[config.mk]
export PLATFORM = sky130hd
export DESIGN_NAME = code_nco_ctrl_flat
export DESIGN_NICKNAME = d
export VERILOG_FILES = /design/src/rtl/code_nco_ctrl_if.sv /design/src/rtl/code_nco_ctrl.sv /design/src/flat_wrapper.sv
export SDC_FILE = /design/constraint.sdc
export NUM_CORES = 1
export LEC_CHECK = 0
export BUFFER_PORTS_ARGS = -buffer_cell sky130_fd_sc_hd__clkbuf_2
export CAP_MARGIN = 20
export CORE_AREA = 5 5 97 99
export DETAILED_ROUTE_END_ITERATION = 8
export DIE_AREA = 0 0 102 104
export GPL_TIMING_DRIVEN = 0
export SETUP_SLACK_MARGIN = 0.05
export SYNTH_ARGS = -nofsm -noshare
export SYNTH_HDL_FRONTEND = slang
export SYNTH_SLANG_ARGS = --single-unit
[constraint.sdc]
create_clock -name clk -period 2.7 [get_ports clk]
set_clock_uncertainty 0.2 [all_clocks]
set_input_delay 0.27 -clock clk [delete_from_list [all_inputs] [get_ports clk]]
set_output_delay 0.27 -clock clk [all_outputs]
set_load 0.05 [all_outputs]
[src/rtl/code_nco_ctrl_if.sv]
// code_nco_ctrl_if: processor-side register strobes and status pulses for the code NCO controller
interface code_nco_ctrl_if #(parameter int FW = 28, parameter int SW = 11);
  logic          freq_wr;
  logic [FW-1:0] freq_in;
  logic          slew_wr;
  logic [SW-1:0] slew_in;
  logic          freq_ack;
  logic          slew_busy;
  logic          slew_done;
  logic          slew_rej;
  modport master(output freq_wr, freq_in, slew_wr, slew_in,
                 input freq_ack, slew_busy, slew_done, slew_rej);
  modport slave(input freq_wr, freq_in, slew_wr, slew_in,
                output freq_ack, slew_busy, slew_done, slew_rej);
endinterface

[src/rtl/code_nco_ctrl.sv]
// code_nco_ctrl: double-buffered code NCO frequency commit on dump and half-chip slew gating
module code_nco_ctrl #(
  parameter int          FW        = 28,
  parameter int          SW        = 11,
  parameter logic [FW-1:0] FCTRL_RST = 28'h1A30552
) (
  input  logic          clk,
  input  logic          rstn,
  code_nco_ctrl_if.slave bus,
  input  logic          dump,
  input  logic          hc_enable,
  output logic [FW-1:0] f_control,
  output logic          hc_out
);
  typedef enum logic [1:0] {IDLE, ARMED, SLEW} state_t;
  state_t        state_q, state_d;
  logic [SW-1:0] count_q, count_d;
  logic [FW-1:0] pend_reg;
  logic          pend_flag, done_d, rej_d;
  always_comb begin
    state_d = state_q;
    count_d = count_q;
    done_d  = 1'b0;
    rej_d   = 1'b0;
    case (state_q)
      IDLE: if (bus.slew_wr) begin
        count_d = bus.slew_in;
        state_d = ARMED;
      end
      ARMED: begin
        rej_d = bus.slew_wr;
        if (dump) begin
          state_d = (count_q == '0) ? IDLE : SLEW;
          done_d  = (count_q == '0);
        end
      end
      SLEW: begin
        rej_d = bus.slew_wr;
        if (hc_enable) begin
          count_d = count_q - 1'b1;
          state_d = (count_q == SW'(1)) ? IDLE : SLEW;
          done_d  = (count_q == SW'(1));
        end
      end
      default: state_d = IDLE;
    endcase
  end
  always_ff @(posedge clk or negedge rstn) begin
    if (!rstn) begin
      state_q       <= IDLE;
      count_q       <= '0;
      bus.slew_done <= 1'b0;
      bus.slew_rej  <= 1'b0;
    end else begin
      state_q       <= state_d;
      count_q       <= count_d;
      bus.slew_done <= done_d;
      bus.slew_rej  <= rej_d;
    end
  end
  // A write coincident with dump lands in the buffer after the older word has committed
  always_ff @(posedge clk or negedge rstn) begin
    if (!rstn) begin
      f_control    <= FCTRL_RST;
      pend_reg     <= '0;
      pend_flag    <= 1'b0;
      bus.freq_ack <= 1'b0;
    end else begin
      if (dump && pend_flag) f_control <= pend_reg;
      if (bus.freq_wr) pend_reg <= bus.freq_in;
      pend_flag    <= bus.freq_wr | (pend_flag & ~dump);
      bus.freq_ack <= dump & pend_flag;
    end
  end
  assign bus.slew_busy = (state_q != IDLE);
  assign hc_out        = hc_enable & (state_q != SLEW);
endmodule

[src/flat_wrapper.sv]
// flat-port wrapper written by rule: the top's interface ports become plain ports
module code_nco_ctrl_flat 
#(
  parameter int          FW        = 28,
  parameter int          SW        = 11,
  parameter logic [FW-1:0] FCTRL_RST = 28'h1A30552
)
  (clk, rstn, dump, hc_enable, f_control, hc_out, bus_freq_wr, bus_freq_in, bus_slew_wr, bus_slew_in, bus_freq_ack, bus_slew_busy, bus_slew_done, bus_slew_rej);
  code_nco_ctrl_if #(.FW(FW), .SW(SW)) bus_i ();
  input  logic clk;
  input  logic rstn;
  input  logic dump;
  input  logic hc_enable;
  output logic [FW-1:0] f_control;
  output logic hc_out;
  input wire logic [$bits(bus_i.freq_wr)-1:0] bus_freq_wr;
  input wire logic [$bits(bus_i.freq_in)-1:0] bus_freq_in;
  input wire logic [$bits(bus_i.slew_wr)-1:0] bus_slew_wr;
  input wire logic [$bits(bus_i.slew_in)-1:0] bus_slew_in;
  output wire logic [$bits(bus_i.freq_ack)-1:0] bus_freq_ack;
  output wire logic [$bits(bus_i.slew_busy)-1:0] bus_slew_busy;
  output wire logic [$bits(bus_i.slew_done)-1:0] bus_slew_done;
  output wire logic [$bits(bus_i.slew_rej)-1:0] bus_slew_rej;
  assign bus_i.freq_wr = bus_freq_wr;
  assign bus_i.freq_in = bus_freq_in;
  assign bus_i.slew_wr = bus_slew_wr;
  assign bus_i.slew_in = bus_slew_in;
  assign bus_freq_ack = bus_i.freq_ack;
  assign bus_slew_busy = bus_i.slew_busy;
  assign bus_slew_done = bus_i.slew_done;
  assign bus_slew_rej = bus_i.slew_rej;
  code_nco_ctrl #(.FW(FW), .SW(SW), .FCTRL_RST(FCTRL_RST)) u_core (.clk(clk), .rstn(rstn), .bus(bus_i), .dump(dump), .hc_enable(hc_enable), .f_control(f_control), .hc_out(hc_out));
endmodule
==> metrics <==
final core utilization=0.5037; Psw=0.001538 W; Rel. slew slack=0.5831; routed wire length=7083 um; Setup crit end kind=output pin; Post-Syn Area=0.003241 mm^2; clock-pin slew on the worst setup and hold paths=80 ps; Leak=1.941 nW; sequential area share after synthesis=0.5676; status=finished clean; Comb pwr share=0.384; number of buffers created by CTS=9; Critical Path RT=2230 ps; WHS=16.23 ps; chip height=104 um; syn nets=300; CTS H-tree lvls=3; CTS tree=yes; Syn Area/Cell=13.01 um^2; Setup WS post-layout=330.8 ps; fillers=764; period utilization=0.8775; first-pass GRT wire length=12,140 um; crit path time final=2369 ps; crit path DAT=1900 ps; vias in the first global route=2,431; setup_tns=0 ps; Placement Setup Slack=533.3 ps; crit start category=register; vias per cell=4.875; fmax=0.4221 GHz; Sequential cell area=0.001839 mm^2; Peak VDD IR=405.2 uV; # rows=34; layout cells sized above 1=0.4798; Post-synth ARST share=1.000; RSZ-0062 raised after global routing=no; Post-Syn Instances=249; post-synthesis cell type count=43; Synth-to-Final Area Change=31.58%; #FFs+latches synth=73; Root Driver=clkbuf_8; share of power burned in registers=0.396; worst-skew pair later-pin latency=340 ps; ant diodes=0; router iterations before antenna repair=4; placed inst area=0.003779 mm^2; Starting Density=0.3828; min-delay worst type=in -> reg; worst-margin pin slew=619.7 ps; power share of the clock group=0.220; core area=0.008466 mm^2; Post-DP HPWL=4944 um; ANT nets after route=0; Iteration-0 DRC Markers=39; # IOs=78; Post-synth top flop=dfrtp_1; port buffer count=76; max-cap violations=0; Net Sw Frac=0.3982; Int Power=0.002324 W; clock tree sinks=73; full die area=0.01061 mm^2; Final Hold Fails=0; Vias=2,335; Routability Congestion=0.8081; area occupied by multi-input gates=0.001287 mm^2; Setup violations, final=0; Slew Limit Fails=0; post-CTS setup buffers=0; P per Cell Area=905.7 mW/mm^2; Setup CP Type=reg -> out; Post-synth EDFFs=0; largest net degree at the start of global routing=41; die width=102 um; Clock Tree Buf Depth=2; number of remaining DRC errors=0; crit-path max FO=10; initial antenna violation count=0; remaining global-route overflow=0; YS warnings=0; GRT Overall Usage=0.1436; final instance area=0.004264 mm^2; post-DR wirelength/cell=14.79 um; NumNets Final=417
-- power by group through the flow --
stage / clock [W] / sequential (W) / combinational (W)
final: 0.000849 / 0.00153 / 0.00148
after global routing: 0.000938 / 0.00157 / 0.00162
after CTS: 0.000886 / 0.00153 / 0.00150
after detailed placement: 0 / 0.00155 / 0.00146
after global placement: 0 / 0.00154 / 0.00143
after floorplan: 0 / 0.00184 / 0.000789
-- cell usage after synthesis, drive strengths merged (3+ instances only) --
cell | count | area share
ha | 6 | 0.023
buf | 9 | 0.015
nor2 | 9 | 0.010
inv | 12 | 0.014
mux2 | 56 | 0.19
nand3 | 7 | 0.011
clkbuf | 5 | 0.0058
nand2b | 3 | 0.0058
a31oi | 3 | 0.0058
dfrtp | 63 | 0.49
o22a | 6 | 0.017
o22ai | 3 | 0.0058
mux2i | 4 | 0.012
nor3 | 6 | 0.014
dfstp | 10 | 0.081
o21ai | 3 | 0.0046
a21oi | 10 | 0.015
nand2 | 7 | 0.0081
-- cells by family (layout without fill, tap and decap cells) --
| kind of cell | after synthesis | count (layout) | synth area share |
|---|---|---|---|
| AO/OA/AOI/OAI | 38 | 38 | 0.08378 |
| adder cells (fa/ha/maj) | 6 | 6 | 0.02317 |
| buffers and inverters | 26 | 148 | 0.03513 |
| flip-flops | 73 | 73 | 0.5676 |
| multiplexers | 60 | 60 | 0.2069 |
| AND/OR/NAND/NOR | 46 | 46 | 0.08340 |
-- worst max-delay path: stages, from the launching register on --
cell and delay [ps]:
dfrtp_1 420, inv_1 90, ha_1 140, clkbuf_1 310, clkbuf_2 290, nor2b_1 70
clkbuf_2 240
-- layout make-up --
type	count	area share
sequential	73	0.4313
multi-input combinational	150	0.3019
timing repair buffer	106	0.1626
tap	108	0.03169
clock buffer	9	0.02905
clock inverter	7	0.01643
buffer	14	0.01643
inverter	12	0.01056
-- what timing repair did --
item | 4_1_cts | 5_1_grt
hold buffers | 29 | 0
gates resized for setup | 0 | 2
endpoints found under the hold margin | 57 | 0
setup endpoints to repair | 0 | 1
-- worst paths after layout --
kind / from / to / slack [ps] / cells after the start
min in group asynchronous: rstn / u_core.count_q[3] / 250 / 2
max in group asynchronous: rstn / u_core.f_control[4] / 1400 / 3
hold / removal: bus_slew_in[1] / u_core.count_q[1] / 20 / 3
setup reg to reg: u_core.state_q[0] / u_core.count_q[4] / 550 / 8
setup / recovery: u_core.state_q[0] / hc_out / 330 / 6
hold reg to reg: u_core.pend_flag / u_core.pend_flag / 300 / 1
-- cells in the final DEF, fill, tap and decap left out, drive strengths merged, types with 3 or more instances in the layout --
| cell type | netlist | layout |
|---|---|---|
| nand3 | 7 | 7 |
| mux2i | 4 | 4 |
| inv | 12 | 13 |
| a31oi | 3 | 3 |
| mux2 | 56 | 56 |
| buf | 9 | 10 |
| nand2 | 7 | 7 |
| clkinv | 0 | 4 |
| o22ai | 3 | 3 |
| o22a | 6 | 6 |
| nor2 | 9 | 9 |
| nand2b | 3 | 3 |
| o21ai | 3 | 3 |
| a21oi | 10 | 10 |
| dfrtp | 63 | 63 |
| dfstp | 10 | 10 |
| clkbuf | 5 | 90 |
| ha | 6 | 6 |
| nor3 | 6 | 6 |
| dlygate4sd3 | 0 | 29 |
-- routing by layer --
metal,global-route usage,vias up,wire (um)
met5,0,-,0
met4,0.03936,0,46
met3,0.04762,5,476
met2,0.2214,61,3487
met1,0.1927,1143,3073
li1,-,1126,-
-- through the flow --
stage	total power, W	cells
2_1_floorplan	0.002631	249
3_3_place_gp	0.002969	433
3_5_place_dp	0.003009	434
4_1_cts	0.003914	479
5_1_grt	0.004135	479
6_report	0.003862	479
Power figures use the tool's default switching activity.
